### src/rtl/atomic_cnt_pkg.sv
// Shared types and width helpers for the atomic counter bank.
// Optional overflow flags are enabled with `define ATOMIC_CNT_OVF_EN.
package atomic_cnt_pkg;

    typedef enum logic {IDLE, BURST} state_t;

    function automatic int beats(input int count_w, input int data_w);
        return count_w / data_w;
    endfunction

    function automatic bit width_ok(input int count_w, input int data_w);
        return (data_w > 0) && (count_w >= data_w) && ((count_w % data_w) == 0);
    endfunction

endpackage

### src/rtl/atomic_counter_bank_if.sv
// Read bus of the atomic counter bank: request side plus registered response.
interface atomic_counter_bank_if #(
    parameter int NUM_CNT = 4,
    parameter int DATA_W  = 32
);
    localparam int SEL_W = (NUM_CNT > 1) ? $clog2(NUM_CNT) : 1;

    logic              req_i;
    logic              atomic_i;
    logic [SEL_W-1:0]  sel_i;
    logic              clr_i;
    logic              ack_o;
    logic [DATA_W-1:0] count_o;
    logic              err_o;

    modport master (output req_i, atomic_i, sel_i, clr_i, input ack_o, count_o, err_o);
    modport slave  (input req_i, atomic_i, sel_i, clr_i, output ack_o, count_o, err_o);

endinterface

### src/rtl/atomic_cnt_lane.sv
// One event counter: increment by 1 or FAST_INC, wrap or saturate, clear on read.
// Sticky overflow flag present only with `define ATOMIC_CNT_OVF_EN.
module atomic_cnt_lane #(
    parameter int          COUNT_W  = 64,
    parameter logic [63:0] FAST_INC = 64'd1000000,
    parameter bit          SAT_MODE = 1'b0
) (
    input  logic               clk,
    input  logic               reset,
    input  logic               trig,
    input  logic               fast,
    input  logic               clr,
    output logic [COUNT_W-1:0] cnt_nxt
`ifdef ATOMIC_CNT_OVF_EN
    ,
    output logic               ovf
`endif
);

    logic [COUNT_W-1:0] cnt;
    logic [COUNT_W-1:0] inc;
    logic [COUNT_W:0]   sum;
    logic               carry;

    always_comb begin
        inc = '0;
        if (trig) inc = fast ? COUNT_W'(FAST_INC) : COUNT_W'(1);
        sum     = {1'b0, cnt} + {1'b0, inc};
        carry   = sum[COUNT_W];
        cnt_nxt = (SAT_MODE && carry) ? '1 : sum[COUNT_W-1:0];
    end

    // cnt_nxt feeds the snapshot, so a clearing read still captures this cycle's increment
    always_ff @(posedge clk or posedge reset) begin
        if (reset) cnt <= '0;
        else       cnt <= clr ? '0 : cnt_nxt;
    end

`ifdef ATOMIC_CNT_OVF_EN
    always_ff @(posedge clk or posedge reset) begin
        if (reset)    ovf <= 1'b0;
        else if (clr) ovf <= 1'b0;
        else if (carry) ovf <= 1'b1;
    end
`endif

endmodule

### src/rtl/atomic_counter_bank.sv
// Bank of free-running counters read as tear-free multi-beat snapshots.
// `define ATOMIC_CNT_OVF_EN adds sticky per-counter overflow flags (ovf_o).
module atomic_counter_bank
    import atomic_cnt_pkg::*;
#(
    parameter int          NUM_CNT  = 4,
    parameter int          DATA_W   = 32,
    parameter int          COUNT_W  = 64,
    parameter logic [63:0] FAST_INC = 64'd1000000,
    parameter bit          SAT_MODE = 1'b0
) (
    input  logic                 clk,
    input  logic                 reset,
    input  logic [NUM_CNT-1:0]   trig_i,
    input  logic                 fast_i,
    atomic_counter_bank_if.slave bus
`ifdef ATOMIC_CNT_OVF_EN
    ,
    output logic [NUM_CNT-1:0]   ovf_o
`endif
);

    localparam int SEL_W = (NUM_CNT > 1) ? $clog2(NUM_CNT) : 1;
    localparam int BEATS = beats(COUNT_W, DATA_W);
    localparam int PTR_W = (BEATS > 1) ? $clog2(BEATS) : 1;

    if (!width_ok(COUNT_W, DATA_W)) begin : g_bad_width
        $error("atomic_counter_bank: COUNT_W must be a multiple of DATA_W");
    end

    logic [NUM_CNT-1:0][COUNT_W-1:0] cnt_nxt;
    logic [NUM_CNT-1:0]              clr_vec;
    logic [NUM_CNT-1:0]              sel_hot;
    logic [COUNT_W-1:0]              sel_nxt;
    logic                            sel_ok;
    logic                            start_ok;
    logic                            ovf_hit;

    state_t                          state;
    logic [PTR_W-1:0]                ptr;
    logic [BEATS-1:0][DATA_W-1:0]    snap;
    logic                            ack_q;
    logic [DATA_W-1:0]               count_q;
    logic                            err_q;

    if ((1 << SEL_W) == NUM_CNT) begin : g_sel_full
        assign sel_ok = 1'b1;
    end else begin : g_sel_range
        assign sel_ok = (int'(bus.sel_i) < NUM_CNT);
    end

    always_comb begin
        sel_nxt = '0;
        sel_hot = '0;
        for (int k = 0; k < NUM_CNT; k++) begin
            if (bus.sel_i == SEL_W'(k)) begin
                sel_nxt    = cnt_nxt[k];
                sel_hot[k] = 1'b1;
            end
        end
    end

    assign start_ok = bus.req_i && !bus.atomic_i && sel_ok;
    assign clr_vec  = (start_ok && bus.clr_i) ? sel_hot : '0;

`ifdef ATOMIC_CNT_OVF_EN
    assign ovf_hit = |(ovf_o & sel_hot);
`else
    assign ovf_hit = 1'b0;
`endif

    for (genvar k = 0; k < NUM_CNT; k++) begin : g_lane
        atomic_cnt_lane #(
            .COUNT_W  (COUNT_W),
            .FAST_INC (FAST_INC),
            .SAT_MODE (SAT_MODE)
        ) u_lane (
            .clk     (clk),
            .reset   (reset),
            .trig    (trig_i[k]),
            .fast    (fast_i),
            .clr     (clr_vec[k]),
            .cnt_nxt (cnt_nxt[k])
`ifdef ATOMIC_CNT_OVF_EN
            ,
            .ovf     (ovf_o[k])
`endif
        );
    end

    // Response defaults to idle every cycle; a start wins over any burst in flight
    always_ff @(posedge clk or posedge reset) begin
        if (reset) begin
            state   <= IDLE;
            ptr     <= '0;
            snap    <= '0;
            ack_q   <= 1'b0;
            count_q <= '0;
            err_q   <= 1'b0;
        end else begin
            ack_q   <= bus.req_i;
            count_q <= '0;
            err_q   <= 1'b0;
            if (bus.req_i && !bus.atomic_i) begin
                if (sel_ok) begin
                    snap    <= sel_nxt;
                    count_q <= sel_nxt[DATA_W-1:0];
                    ptr     <= PTR_W'(1);
                    state   <= (BEATS > 1) ? BURST : IDLE;
                    err_q   <= ovf_hit;
                end else begin
                    err_q   <= 1'b1;
                end
            end else if (bus.req_i) begin
                if (state == BURST) begin
                    count_q <= snap[ptr];
                    ptr     <= ptr + PTR_W'(1);
                    if (ptr == PTR_W'(BEATS - 1)) state <= IDLE;
                end else begin
                    err_q   <= 1'b1;
                end
            end
        end
    end

    assign bus.ack_o   = ack_q;
    assign bus.count_o = count_q;
    assign bus.err_o   = err_q;

endmodule

### src/flat_wrapper.sv
// flat-port wrapper written by rule: the top's interface ports become plain ports
module atomic_counter_bank_flat import atomic_cnt_pkg::*;
#(
    parameter int          NUM_CNT  = 4,
    parameter int          DATA_W   = 32,
    parameter int          COUNT_W  = 64,
    parameter logic [63:0] FAST_INC = 64'd1000000,
    parameter bit          SAT_MODE = 1'b0
)
  (clk, reset, trig_i, fast_i, bus_req_i, bus_atomic_i, bus_sel_i, bus_clr_i, bus_ack_o, bus_count_o, bus_err_o);
  atomic_counter_bank_if #(.NUM_CNT(NUM_CNT), .DATA_W(DATA_W)) bus_i ();
  input  logic clk;
  input  logic reset;
  input  logic [NUM_CNT-1:0] trig_i;
  input  logic fast_i;
  input wire logic [$bits(bus_i.req_i)-1:0] bus_req_i;
  input wire logic [$bits(bus_i.atomic_i)-1:0] bus_atomic_i;
  input wire logic [$bits(bus_i.sel_i)-1:0] bus_sel_i;
  input wire logic [$bits(bus_i.clr_i)-1:0] bus_clr_i;
  output wire logic [$bits(bus_i.ack_o)-1:0] bus_ack_o;
  output wire logic [$bits(bus_i.count_o)-1:0] bus_count_o;
  output wire logic [$bits(bus_i.err_o)-1:0] bus_err_o;
  assign bus_i.req_i = bus_req_i;
  assign bus_i.atomic_i = bus_atomic_i;
  assign bus_i.sel_i = bus_sel_i;
  assign bus_i.clr_i = bus_clr_i;
  assign bus_ack_o = bus_i.ack_o;
  assign bus_count_o = bus_i.count_o;
  assign bus_err_o = bus_i.err_o;
  atomic_counter_bank #(.NUM_CNT(NUM_CNT), .DATA_W(DATA_W), .COUNT_W(COUNT_W), .FAST_INC(FAST_INC), .SAT_MODE(SAT_MODE)) u_core (.clk(clk), .reset(reset), .trig_i(trig_i), .fast_i(fast_i), .bus(bus_i));
endmodule
### config.mk
export PLATFORM = sky130hd
export DESIGN_NAME = atomic_counter_bank_flat
export DESIGN_NICKNAME = d
export VERILOG_FILES = /design/src/rtl/atomic_cnt_pkg.sv /design/src/rtl/atomic_counter_bank_if.sv /design/src/rtl/atomic_cnt_lane.sv /design/src/rtl/atomic_counter_bank.sv /design/src/flat_wrapper.sv
export SDC_FILE = /design/constraint.sdc
export NUM_CORES = 1
export LEC_CHECK = 0
export ABC_AREA = 1
export ABC_CLOCK_PERIOD_IN_PS = 6130
export CAP_MARGIN = 0
export CORE_UTILIZATION = 55
export DETAILED_ROUTE_END_ITERATION = 8
export PLACE_DENSITY = 0.77
export RECOVER_POWER = 50
export SYNTH_ARGS = -nofsm -noshare
export SYNTH_HDL_FRONTEND = slang
export SYNTH_HIERARCHICAL = 1
export SYNTH_SLANG_ARGS = --single-unit
### constraint.sdc
create_clock -name clk -period 6.13 [get_ports clk]
set_clock_uncertainty 0.1 [all_clocks]
set_input_delay 1.226 -clock clk [delete_from_list [all_inputs] [get_ports clk]]
set_output_delay 1.226 -clock clk [all_outputs]
set_load 0.05 [all_outputs]
==> reports/qor.txt <==
Status - finished with violations
Violated checks - max-capacitance violations, max-slew violations
Worst Max-Slew Pin Slew - 3.447 ns
Via-to-Cell Ratio - 5.724
CP required - 6.35 ns
Period utilization - 0.8139
Fill count - 4616
CORE AREA - 0.04656 mm2
Syn Inst Count - 4099
Primary FF master, synth - dfrtp_1
Final cell count without fillers - 4750
Post-route setup TNS - 0 ns
Yosys warning count - 6
CP max stage cell - clkbuf_1
First-pass GRT wire length - 147100 um
Final Hold Viols - 0
CP max FO - 64
TritonCTS clock tree - yes
Share of cells above drive strength 1 - 0.07243
Seq/Total Area, Yosys - 0.3430
Crit-path cells - dlygate4sd3_1 > inv_1 > nor2_2 > nand2_1 > nor3_2 > clkbuf_1 > nor2_1
Final setup viols - 0
Drc violations - 0
CTS sink cnt - 356
Clk_lat worst skew - 0.61 ns
Worst R2R Setup Slack - 2.54 ns
ANT nets after route - 0
Initial antenna violation count - 3
Die Ht - 219.3 um
# H-tree levels - 2
Synth-to-Final Area Change - 8.969%
Drt wl/cell - 20.74 um
Post-synth ARST share - 1.000
Area leader, netlist - dfrtp_1
Syn avg cell area - 6.337 um2
Delay-heaviest family, CP - buffers and inverters
CTS clk-pin slew, worst paths - 0.06 ns
Syn nets - 4119
Post-cts sizing count - 0
Vias - 27191
Maximum vdd drop - 345.7 uV
Routed wire length - 98500 um
Post-Syn Area - 0.02598 mm2
DP Cell Count - 4673
Hold_buf cts - 0
Post-synth EDFFs - 0
Worst-case clock buffer depth - 3
All-Layer GR Usage - 0.4119
Detail Placement HPWL - 77130 um
Setup repair bufs after CTS - 0
P per Cell Area - 317.3 mW/mm2
Num rows - 79
Max Clk Rate - 200.4 MHz
Critical path capture point type - register
Pin count of the biggest net entering global routing - 74
TritonCTS buffer count - 43
Type of the worst setup path - input port to register
Placer congestion estimate - 1.068
Vias in the first global route - 24808
Port Buffers - 45
Root buffer cell - clkbuf_16
Slew margin rel. - -1.311
Hold Path Class - register to register
Drt pass-1 iters - 8
DIE AREA - 0.04810 mm2
Setup crit start kind - input port
Chip width - 219.3 um
CP peak stage delay - 2.30 ns
Seq cells post-synth - 356
CP bufs+invs - 3
RSZ-0062 raised after global routing - false
Synth cell types - 39
Final hold slack - 0.3756 ns
Worst Path Arrival - 5.21 ns
Final min period - 4.989 ns
Synth area leaders - dfrtp_1 (34%), nand2_1 (19%), inv_1 (8.7%)
NumNets Final - 4131
I/O pins - 46
Leak - 15.30 nW
Synth top area share - 0.3430
GR Overflow Total - 0
Initial DRC count - 3167
Max-Cap Viols - 7
Max Slew Vio Count - 336
Initial Util - 0.5580
-- logic make-up after synthesis --
family | Yosys count | synth area share
simple gates | 2631 | 0.4483
buf+inv | 731 | 0.1116
flops | 356 | 0.3430
compound gates | 277 | 0.05862
xor+xnor | 96 | 0.03468
fa+ha+maj | 8 | 0.003854
-- registers in the layout (all words and copies together) (netlist names) --
signal / count
u_core/g_lane.u_lane/cnt: 256
u_core/state: 1
u_core/ptr: 1
u_core/bus.err_o: 1
u_core/snap: 64
u_core/bus.count_o: 32
u_core/bus.ack_o: 1
-- cells in the mapped netlist, types with 16 or more instances --
cell type and number:
nand3_2 16, a21oi_1 124, nor4_1 24, xnor2_1 32, nor3_1 84, inv_2 26, xor2_1 56, nand2_2 49
nand3b_1 32, inv_1 605, nor2_1 517, dfrtp_1 356, nand2_1 1282, buf_2 30, or2_2 32, nand3_1 400
clkbuf_1 43, nor2_4 20, o21ai_1 16, nand4_1 96, o21ai_0 84, o211ai_1 36, nor2_2 34
-- routing by layer --
layer / up-vias / wire length, um / share of wire / GRT usage
li1: 12877 / - / - / -
met1: 12645 / 39770 / 0.40 / 0.5428
met2: 1387 / 42120 / 0.43 / 0.6205
met3: 282 / 9325 / 0.095 / 0.07859
met4: 0 / 7283 / 0.074 / 0.2606
met5: - / 0 / 0 / 0
-- power by group --
part / internal (mW) / total [mW] / switching [mW]
Clock: 1.60 / 2.71 / 1.11
Sequential: 2.81 / 3.24 / 0.433
Combinational: 0.853 / 3.03 / 2.18
-- path summary, 6_finish.rpt --
kind                                        startpoint                                         to  cells after the start
max reg2reg                     u_core/ptr$_DFFE_PP0P_           u_core/bus.count_o[31]$_DFF_PP0_                      5
min reg2reg                u_core/snap[19]$_DFFE_PP0P_                u_core/snap[19]$_DFFE_PP0P_                      2
max                                          bus_req_i  u_core/g_lane[0].u_lane/cnt[37]$_DFF_PP0_                      7
max in group asynchronous                        reset  u_core/g_lane[3].u_lane/cnt[63]$_DFF_PP0_                      3
min                        u_core/snap[19]$_DFFE_PP0P_                u_core/snap[19]$_DFFE_PP0P_                      2
min in group asynchronous                        reset  u_core/g_lane[3].u_lane/cnt[19]$_DFF_PP0_                      2
-- layout make-up --
type | count | area, um2 | area share
diodes | 1 | 2.502 | 0.00008841
clock buffers | 63 | 1303 | 0.04602
clock inverters | 13 | 165.2 | 0.005835
inverters | 631 | 2371 | 0.08376
multi-input cells | 3012 | 14190 | 0.5015
flip-flops and latches | 356 | 8909 | 0.3147
well taps | 607 | 759.5 | 0.02683
repair buffers | 67 | 601.8 | 0.02126
-- tightest hold or removal path: stages (launching register included) --
cell and delay, ns:
dfrtp_1 0.33, nand2_1 0.05, nand2_1 0.06
-- stage by stage --
stage	cell area, um2	setup slack (ns)	power [mW]	utilization
final	28310	1.141	8.980	0.6080
after global routing	28300	0.9033	9.367	0.6079
after floorplan	25980	2.185	5.194	-
after CTS	28330	2.026	8.921	0.6085
after global placement	26860	1.374	6.171	0.5770
after detailed placement	26860	1.418	6.200	0.5770
-- layout by cell type (no fill, tap or decap), drive strengths merged --
cell           instances
nand2               1343
inv                  630
nor2                 572
nand3                416
dfrtp                356
a21oi                124
o21ai                104
nand4                 96
nor3                  88
clkbuf                70
xor2                  64
o211ai                36
or2                   32
nand3b                32
xnor2                 32
clkdlybuf4s50         29
nor4                  24
buf                   18
dlygate4sd3           13
nor2b                 12
clkinv                 9
and3                   8
o21bai                 8
ha                     8
o31ai                  4
and2                   4
nor3b                  4
bufinv                 3
clkinvlp               2
diode                  1
a31oi                  1
Power figures use the tool's default switching activity.
